--- config.mk ---
export PLATFORM = sky130hd
export DESIGN_NAME = ud_counter_ctrl
export DESIGN_NICKNAME = d
export VERILOG_FILES = /design/src/rtl/ctrl_pkg.sv /design/src/rtl/sync_edge.sv /design/src/rtl/ud_counter_ctrl.sv
export SDC_FILE = /design/constraint.sdc
export NUM_CORES = 1
export LEC_CHECK = 0
export ABC_AREA = 1
export CORE_AREA = 5 5 89 91
export DETAILED_ROUTE_END_ITERATION = 12
export DIE_AREA = 0 0 94 96
export DONT_BUFFER_PORTS = 1
export HOLD_SLACK_MARGIN = 0.03
export MAX_ROUTING_LAYER = met4
export PLACE_DENSITY_LB_ADDON = 0.25
export SYNTH_ARGS = -nofsm -noshare
export SYNTH_HDL_FRONTEND = slang
export SYNTH_SLANG_ARGS = --single-unit
--- constraint.sdc ---
create_clock -name clk -period 1.93 [get_ports clk]
set_input_delay 0.579 -clock clk [delete_from_list [all_inputs] [get_ports clk]]
set_output_delay 0.579 -clock clk [all_outputs]
set_load 0.1 [all_outputs]
--- src/rtl/ctrl_pkg.sv ---
// Shared definitions for the up/down counter run controller.
package ctrl_pkg;

  typedef enum logic [1:0] {
    ST_IDLE  = 2'b00,
    ST_RUN   = 2'b01,
    ST_PAUSE = 2'b10,
    ST_HALT  = 2'b11
  } state_t;

  localparam logic [3:0] BCD_MAX = 4'd9;

  // A BCD counter cannot hold a digit above 9, so loads are clamped there.
  function automatic logic [3:0] clamp_load(input logic bcd, input logic [3:0] value);
    return (bcd && (value > BCD_MAX)) ? BCD_MAX : value;
  endfunction

endpackage

--- src/rtl/sync_edge.sv ---
// Two-flop synchronizer followed by a single-cycle rising-edge pulse.
module sync_edge (
  input  logic clk,
  input  logic reset,
  input  logic din,
  output logic rise
);

  logic r_meta;
  logic r_sync;
  logic r_prev;

  always_ff @(posedge clk or posedge reset) begin
    if (reset) begin
      r_meta <= 1'b0;
      r_sync <= 1'b0;
      r_prev <= 1'b0;
    end else begin
      r_meta <= din;
      r_sync <= r_meta;
      r_prev <= r_sync;
    end
  end

  assign rise = r_sync & ~r_prev;

endmodule

--- src/rtl/ud_counter_ctrl.sv ---
// Run controller for the up/down loadable counter: button-driven run/pause/halt
// sequencing, prescaled step ticks, and stop-or-bounce handling at the count limit.
module ud_counter_ctrl
  import ctrl_pkg::*;
#(
  parameter int unsigned TICK_DIV = 50_000_000,
  parameter int unsigned PW       = $clog2(TICK_DIV)
) (
  input  logic       clk,
  input  logic       reset,
  input  logic       btn_start,
  input  logic       btn_load,
  input  logic       sw_dir,
  input  logic       sw_mode,
  input  logic       sw_bounce,
  input  logic [3:0] sw_value,
  input  logic       done,
  output logic       enable,
  output logic       updown,
  output logic       mode,
  output logic       load,
  output logic [3:0] load_count,
  output logic [1:0] state_out
);

  localparam logic [PW-1:0] PRESC_LAST = PW'(TICK_DIV - 1);

  state_t          r_state;
  state_t          w_state_nxt;
  logic [PW-1:0]   r_presc;
  logic [PW-1:0]   w_presc_nxt;
  logic            r_enable;
  logic            w_enable_nxt;
  logic            r_load;
  logic            w_load_nxt;
  logic [3:0]      r_load_count;
  logic [3:0]      w_load_count_nxt;
  logic            r_updown;
  logic            w_updown_nxt;
  logic            r_mode;
  logic            w_mode_nxt;
  logic            w_start_e;
  logic            w_load_e;
  logic            w_wrap;

  sync_edge u_sync_start (
    .clk   (clk),
    .reset (reset),
    .din   (btn_start),
    .rise  (w_start_e)
  );

  sync_edge u_sync_load (
    .clk   (clk),
    .reset (reset),
    .din   (btn_load),
    .rise  (w_load_e)
  );

  assign w_wrap = (r_presc == PRESC_LAST);

  // State register
  always_ff @(posedge clk or posedge reset) begin
    if (reset) begin
      r_state <= ST_IDLE;
    end else begin
      r_state <= w_state_nxt;
    end
  end

  // Next-state logic; in PAUSE a load edge takes priority over resume
  always_comb begin
    w_state_nxt = r_state;
    case (r_state)
      ST_IDLE: begin
        if (!w_load_e && w_start_e) begin
          w_state_nxt = ST_RUN;
        end
      end
      ST_RUN: begin
        if (w_start_e) begin
          w_state_nxt = ST_PAUSE;
        end else if (w_wrap && done && !sw_bounce) begin
          w_state_nxt = ST_HALT;
        end
      end
      ST_PAUSE: begin
        if (!w_load_e && w_start_e) begin
          w_state_nxt = ST_RUN;
        end
      end
      ST_HALT: begin
        if (w_load_e) begin
          w_state_nxt = ST_IDLE;
        end
      end
      default: w_state_nxt = ST_IDLE;
    endcase
  end

  // Output / datapath next values; switches track freely outside RUN
  always_comb begin
    w_enable_nxt     = 1'b0;
    w_load_nxt       = 1'b0;
    w_load_count_nxt = r_load_count;
    w_updown_nxt     = r_updown;
    w_mode_nxt       = r_mode;
    w_presc_nxt      = r_presc;

    if (r_state != ST_RUN) begin
      w_updown_nxt = sw_dir;
      w_mode_nxt   = sw_mode;
    end

    case (r_state)
      ST_IDLE: begin
        if (w_load_e) begin
          w_load_nxt       = 1'b1;
          w_load_count_nxt = clamp_load(sw_mode, sw_value);
        end else if (w_start_e) begin
          w_presc_nxt = '0;
        end
      end
      ST_RUN: begin
        if (!w_start_e) begin
          w_presc_nxt = w_wrap ? '0 : (r_presc + PW'(1));
          if (w_wrap) begin
            if (!done) begin
              w_enable_nxt = 1'b1;
            end else if (sw_bounce) begin
              w_updown_nxt = ~r_updown;
              w_enable_nxt = 1'b1;
            end
          end
        end
      end
      ST_PAUSE, ST_HALT: begin
        if (w_load_e) begin
          w_load_nxt       = 1'b1;
          w_load_count_nxt = clamp_load(sw_mode, sw_value);
        end
      end
      default: begin
        w_presc_nxt = '0;
      end
    endcase
  end

  // Output and prescaler registers
  always_ff @(posedge clk or posedge reset) begin
    if (reset) begin
      r_presc      <= '0;
      r_enable     <= 1'b0;
      r_load       <= 1'b0;
      r_load_count <= 4'd0;
      r_updown     <= 1'b1;
      r_mode       <= 1'b0;
    end else begin
      r_presc      <= w_presc_nxt;
      r_enable     <= w_enable_nxt;
      r_load       <= w_load_nxt;
      r_load_count <= w_load_count_nxt;
      r_updown     <= w_updown_nxt;
      r_mode       <= w_mode_nxt;
    end
  end

  assign enable     = r_enable;
  assign load       = r_load;
  assign load_count = r_load_count;
  assign updown     = r_updown;
  assign mode       = r_mode;
  assign state_out  = r_state;

endmodule

==> reports/results.txt, run 1 <==
status = finished clean
clock tree buffer depth = 2
worst vdd ir = 0.821 mV
origin of the worst setup path = mode
Num CTS Buffers = 5
HP Class = in2async
reg2reg path depth = 10
first-pass GRT wire length = 9580 µm
share of cells above drive strength 1 = 12.2%
skew final = 0.00570 ns
clock transition at the registers of the reported paths = 0.09 ns
Final Util = 37.9%
Initial Utilization = 33.8%
total setup buffers inserted after CTS = 0
final hold vios = 0
Reg area = 1050 µm²
CP endpoint = mode
CTS tree = built
cells after synthesis = 328
drc violations = 0
Die H = 96 µm
synthesized cell area = 2390 µm²
largest net degree at the start of global routing = 22
crit end category = output pin
worst path arrival time = 1.24 ns
GRT Overall Usage = 13.9%
row cnt = 31
Detailed Route WL = 5350 µm
FF-to-FF Start = r_presc[0]
largest area contributor in the netlist = dfrtp_1
Crit Path Category = reg2out
diode count = 0
Routed Antenna Nets = 0
final worst path period need = 1.82 ns
vias per std cell = 4.52
Max-slew headroom = 40.1%
Pre-antenna DRT Iters = 4
Max Freq = 550 MHz
synth warn = 0
startpoint types = flop
Reg2Reg Setup Slack = 0.22 ns
Least-Margin Pin Slew = 0.899 ns
Final setup viols = 0
initial antenna violation count = 0
mean routed wirelength per cell = 12.1 µm
grt ovf = 0
Core ar. = 7060 µm²
commonest non-fill, non-tap cells in the layout = nand2_1 (92), nor2_1 (63), dfrtp_1 (40), inv_1 (39), nand3_1 (21)
via count = 2004
CTS sink cnt = 42
Fillers = 771
vias in the first global route = 2005
setup TNS = 0 ns
Netlist cell types = 30
RSZ-0062 raised after global routing = false
Die Wd = 94 µm
GPL Wtd Cong = 0.849
Critical Path Stages = 0
Ports = 22
Seq cells post-synth = 42
dpl ws = 0.226 ns
area fraction of the dominant cell type after synthesis = 43.0%
port buffer count = 0
PwrDens = 1110 nW/µm²
latest clock arrival within the worst-skew pair = 0.30 ns
Layout area overhead = 11.9%
max-slew violation count = 0
Max Cap Viol = 0
Final nets = 356
1st-iter DRT viols = 119
largest cells by area after synthesis = dfrtp_1 (43%), nand2_1 (14%), nor2_1 (9.9%), inv_1 (6.3%), nand3_1 (4.4%)
commonest non-fill, non-tap cell in the layout = nand2_1
post-synthesis sequential area ratio = 44.1%
Leak = 1.25 nW
crit share post-route = 94.2%
Design Power = 2.96 mW
cts hold-fix bufs = 0
final setup margin = 0.112 ns
syn avg cell area = 7.28 µm²
post_cts resized = 0
Clk Tree Root Cell = clkbuf_8
CP Data Required Time = 1.35 ns
CTS H-tree depth = 2
crit path max fanout = 2
Post-Syn Nets = 341
area of the multi-input gates = 1130 µm²
Post-DP HPWL = 4150 µm
worst reg2reg path endpoint = r_presc[14]
hold_ws = 0.150 ns
Die Footprint = 9020 µm²
## state kept, by name, indices dropped and copies added, names as in the netlist
name,cells
enable,1
load,1
load_count,4
mode,1
r_presc,26
state_out,2
u_sync_load.r_meta,1
u_sync_load.r_prev,1
u_sync_load.r_sync,1
u_sync_start.r_meta,1
u_sync_start.r_prev,1
u_sync_start.r_sync,1
updown,1
## synth_stat cells
cell      instances
nand2_1          92
nor2_1           63
dfrtp_1          41
inv_1            40
nand3_1          21
nand4_1          11
o21ai_0          10
a21oi_1           7
xor2_1            6
nor2_2            5
nor3_1            5
buf_2             2
buf_6             2
inv_2             2
inv_4             2
nand2_2           2
nand2_4           2
nand3_2           2
nor2_4            2
a31oi_1           1
and2_1            1
and3_1            1
dfstp_2           1
ha_1              1
mux2_2            1
mux2i_1           1
nand3_4           1
nand3b_1          1
nor2_8            1
xnor2_1           1
## worst min path at each step
stage | end | slack, ns | cells after the start
floorplan | u_sync_load.r_sync | 0.33 | 0
global placement | u_sync_load.r_sync | 0.33 | 0
detailed placement | u_sync_load.r_sync | 0.34 | 0
CTS | mode | 0.16 | 1
global route | u_sync_load.r_meta | 0.17 | 1
finish | load_count[2] | 0.15 | 1
## routing by layer
layer	part of all wire, %	global-route usage, %	vias to the layer above
li1	-	-	1051
met1	51	18.8	896
met2	42	21.0	48
met3	5.4	2.74	9
met4	1.8	4.33	0
met5	0	-	-
## kinds of logic after synthesis
logic type	count (synthesis)	share of synthesized area, %
xor gates and xnor gates	7	2.57
adders and majority gates	1	0.524
buffers and inverters	48	8.49
DFF	42	44.1
muxes	2	0.891
and+or+nand+nor	210	39.7
AOI/OAI and AO/OA	18	3.82
## area by class of cell
cell class / count / share of cell area [%]
clock buffers: 5 / 2.57
inverters: 44 / 6.36
clock inverters: 3 / 0.796
flip-flops and latches: 42 / 39.4
multi-input cells: 238 / 42.4
repair buffers: 12 / 3.84
well taps: 99 / 4.63
## report_power, final
part	switching, mW	leakage, nW	internal, mW
Clock	0.325	0.0441	0.254
Sequential	0.226	0.553	1.00
Combinational	0.895	0.652	0.257
Total	1.45	1.25	1.52
## metrics by stage
stage          area, µm²  instances
2_1_floorplan       2390        328
3_3_place_gp        2580        435
3_5_place_dp        2580        435
4_1_cts             2670        443
5_1_grt             2670        443
6_report            2670        443
(Power assumes the default switching activity.)
==> run 2: changes to the inputs <==
Settings changed: ABC_AREA 1 to not set, CORE_AREA 5 5 89 91 to 5 5 84 86, DIE_AREA 0 0 94 96 to 0 0 89 91, PLACE_DENSITY set to 0.52, PLACE_DENSITY_LB_ADDON 0.25 to not set.
==> run 2 against run 1 <==
  * Wire length grew 3.2%
  * Clock skew increased by 0.0034 ns
  * Non-clock buffer count is 42 higher
  * Clock power grew 2%
  * Critical endpoint is now r_presc[20]
  * Global-route usage rose by 0.81 points
  * Flip-flop and latch count unchanged
  * Core utilization grew 8.3 points
  * Via count is 6.5% lower
  * Die area is 10% lower
  * The run now ends with negative setup slack left
  * Final cell count shrank 19%
  * Synthesized cell count down 31%
  * Highest routed layer unchanged
==> reports/results.txt, run 2 <==
status = complete, but fails checks
failing checks = negative setup slack
met2 Use GR = 23.6% (+2.6 points)
busiest grt layer = met2
cells after synthesis = 226 (-31%)
hold_ws = 0.148 ns (-0.00182 ns)
Leak = 1.24 nW (-0.97%)
Core ar. = 6200 µm² (-12%)
crit path max fanout = 5 (+3)
skew final = 0.00907 ns (+0.00337 ns)
first-pass GRT wire length = 9230 µm (-3.7%)
worst path arrival time = 2.20 ns (+0.96 ns)
1st-iter DRT viols = 92 (-23%)
clock transition at the registers of the reported paths = 0.09 ns (about the same)
Ports = 22 (unchanged)
max-slew violation count = 0 (unchanged)
crit end category = flop
post-synthesis compound-gate area fraction = 16.5% (+13 points)
post-synthesis async set-or-reset flop share = 100% (unchanged)
Post-Synth Simple-Gate Area = 25.9% (-14 points)
Crit Path Category = reg2reg
Initial Utilization = 34.1% (+0.24 points)
CTS sink cnt = 42 (unchanged)
Logic pwr share = 40.2% (+1.3 points)
setup TNS = -0.631 ns (-0.631 ns)
Psw = 1.37 mW (-5.3%)
crit-path max cell delay = 0.55 ns
GRT Overall Usage = 14.7% (+0.81 points)
Num CTS Buffers = 5 (unchanged)
largest cells by area after synthesis = dfrtp_1 (49%), nand2_1 (6.2%), nor2_1 (3.6%), o21ai_0 (3.3%), a31oi_1 (3.3%)
Max Freq = 498 MHz (-9.5%)
Die Footprint = 8100 µm² (-10%)
PwrDens = 1070 nW/µm² (-3.7%)
Detailed Route WL = 5520 µm (+3.2%)
Post-DP HPWL = 3850 µm (-7.2%)
clock tree buffer depth = 2 (unchanged)
synthesized cell area = 2110 µm² (-11%)
GPL Wtd Cong = 0.826 (-2.7%)
Pre-antenna DRT Iters = 4 (unchanged)
Die Wd = 89 µm (-5.3%)
port buffer count = 0 (unchanged)
main combinational cell family by area after synthesis = simple AND/OR/NAND/NOR gates
Post-synth EDFFs = 0 (unchanged)
share of cells above drive strength 1 = 32.7% (+21 points)
Max Cap Viol = 0 (unchanged)
dpl ws = -0.0978 ns (-0.324 ns)
internal power = 1.69 mW (+11%)
CP Data Required Time = 2.12 ns (+0.77 ns)
largest area contributor in the netlist = dfrtp_1
vias in the first global route = 1924 (-4.0%)
vias per std cell = 5.23 (+16%)
Post-Syn Nets = 239 (-30%)
RSZ-0062 raised after global routing = true
Final nets = 293 (-18%)
sw frac = 44.8% (-4.0 points)
drc violations = 0 (unchanged)
startpoint types = flop
top post-synthesis cells by count = dfrtp_1 (41), nand2_1 (35), nor2_1 (20), o21ai_0 (14), a31oi_1 (11)
Seq cells post-synth = 42 (unchanged)
crit path cell chain = or4_4 > nor4_4 > buf_4 > a21oi_4 > buf_12 > nor2_4 > clkbuf_16 > a21oi_1
CTS H-tree depth = 2 (unchanged)
area fraction of the dominant cell type after synthesis = 48.5% (+5.6 points)
Synth Area in Adders = 0.592% (+0.068 points)
XOR/XNOR share of the synthesized area = 2.90% (+0.33 points)
routing usage on met3 = 2.17% (-0.56 points)
HP Class = in2async
diode count = 0 (unchanged)
post-synthesis mux area share = 1.60% (+0.71 points)
final worst path period need = 2.01 ns (+0.191 ns)
final setup margin = -0.0789 ns (-0.191 ns)
mean routed wirelength per cell = 15.4 µm (+28%)
Largest register FFs = 26 (unchanged)
grt ovf = 0 (unchanged)
synth warn = 0 (unchanged)
Least-Margin Pin Slew = 0.889 ns (-0.0106 ns)
Routed Antenna Nets = 0 (unchanged)
Layout area overhead = 35.5%
Primary FF master, synth = dfrtp_1
Final setup viols = 11 (+11)
CTS tree = built
most common cell in the synthesized netlist = dfrtp_1
CP max-delay cell = or4_4
Reg2Reg Setup Slack = -0.08 ns (-0.30 ns)
Reg power frac = 40.5% (-1.1 points)
worst vdd ir = 0.905 mV (+10%)
Die H = 91 µm (-5.2%)
latest clock arrival within the worst-skew pair = 0.30 ns (about the same)
largest net degree at the start of global routing = 19 (-14%)
Clk Tree Root Cell = clkbuf_8
Netlist cell types = 43 (+43%)
initial antenna violation count = 0 (unchanged)
crit share post-route = 104% (+9.9 points)
Max-slew headroom = 40.8% (+0.70 points)
via count = 1874 (-6.5%)
M1 GR Usage = 19.3% (+0.49 points)
commonest non-fill, non-tap cells in the layout = buf_4 (49), dfrtp_1 (39), nand2_1 (34), nor2_1 (13), o21ai_0 (13)
post-synthesis sequential area ratio = 49.8% (+5.7 points)
commonest non-fill, non-tap cell in the layout = buf_4
syn avg cell area = 9.36 µm² (+28%)
top register by number of flip-flops = r_presc
Clk network pwr share = 19.3% (-0.3 points)
row cnt = 29 (-6.5%)
final hold vios = 0 (unchanged)
[run 2: cell count changes after synthesis, sizes merged, moves of 6 or more]
cell    delta
nand2     -60
nand3     -14
nor2      -50
inv       -38
o211ai     +6
a31oi     +10
[run 2: logic make-up after synthesis]
kind of cell,Yosys count
mux,3
flops,42
fa+ha+maj,1
buf+inv,13
compound gates,53
xor+xnor,7
simple gates,107
[run 2: worst max-delay path: cells and delay by family (launching register included)]
family	cells	cell delay [ns]
AO/OA/AOI/OAI	2	0.12
buffers and inverters	3	0.51
flip-flops	1	0.38
AND/OR/NAND/NOR	3	0.89
[run 2: layout make-up]
type                    count  area, µm²
clock buffers               5       68.8
clock inverters             3       21.3
fillers                   590       3340
inverters                   6       22.5
multi-input cells         171       1140
flip-flops and latches     42       1060
well taps                  77       96.3
repair buffers             54        455
[run 2: power groups by stage]
stage	combinational (mW)	sequential [mW]	clock, mW
floorplan	0.453	1.53	0
global placement	1.06	1.25	0
detailed placement	1.06	1.25	0
CTS	1.11	1.24	0.606
global route	1.31	1.25	0.641
finish	1.23	1.24	0.589
[run 2: timing repair]
action | CTS | global route
pin swaps | 1 | 7
gates resized for setup | 4 | 18
hold endpoints to repair | 0 | 0
setup buffers | 1 | 6
hold buffers | 0 | 0
setup endpoints to repair | 21 | 20
gates cloned | 0 | 1
[run 2: worst paths after layout]
kind / to / cells past startpoint / startpoint
hold / removal: u_sync_start.r_meta / 1 / reset
setup reg to reg: r_presc[20] / 8 / r_presc[7]
hold reg to reg: u_sync_load.r_sync / 0 / u_sync_load.r_meta
min in group clk: u_sync_start.r_meta / 0 / btn_start
setup / recovery: r_presc[20] / 8 / r_presc[7]
max in group asynchronous: r_presc[10] / 2 / reset
[run 2: per-layer routing]
metal,share of wire [%],vias to the layer above
met5,0,-
met4,1.0,0
met3,1.9,8
met2,50,15
met1,47,916
li1,-,935
[run 2: stage by stage]
step / total power [mW] / util [%] / instance area [µm²] / std cells
floorplan: 1.98 / - / 2190 / 226
global placement: 2.31 / 41.7 / 2590 / 342
detailed placement: 2.32 / 41.7 / 2590 / 342
CTS: 2.95 / 43.8 / 2720 / 351
global route: 3.20 / 46.2 / 2870 / 358
finish: 3.06 / 46.2 / 2870 / 358
==> run 3: changes to the inputs <==
Settings changed: SLEW_MARGIN set to 20.
==> results of run 3 <==
The final DEF is identical to that of run 2; final timing and power are the same.
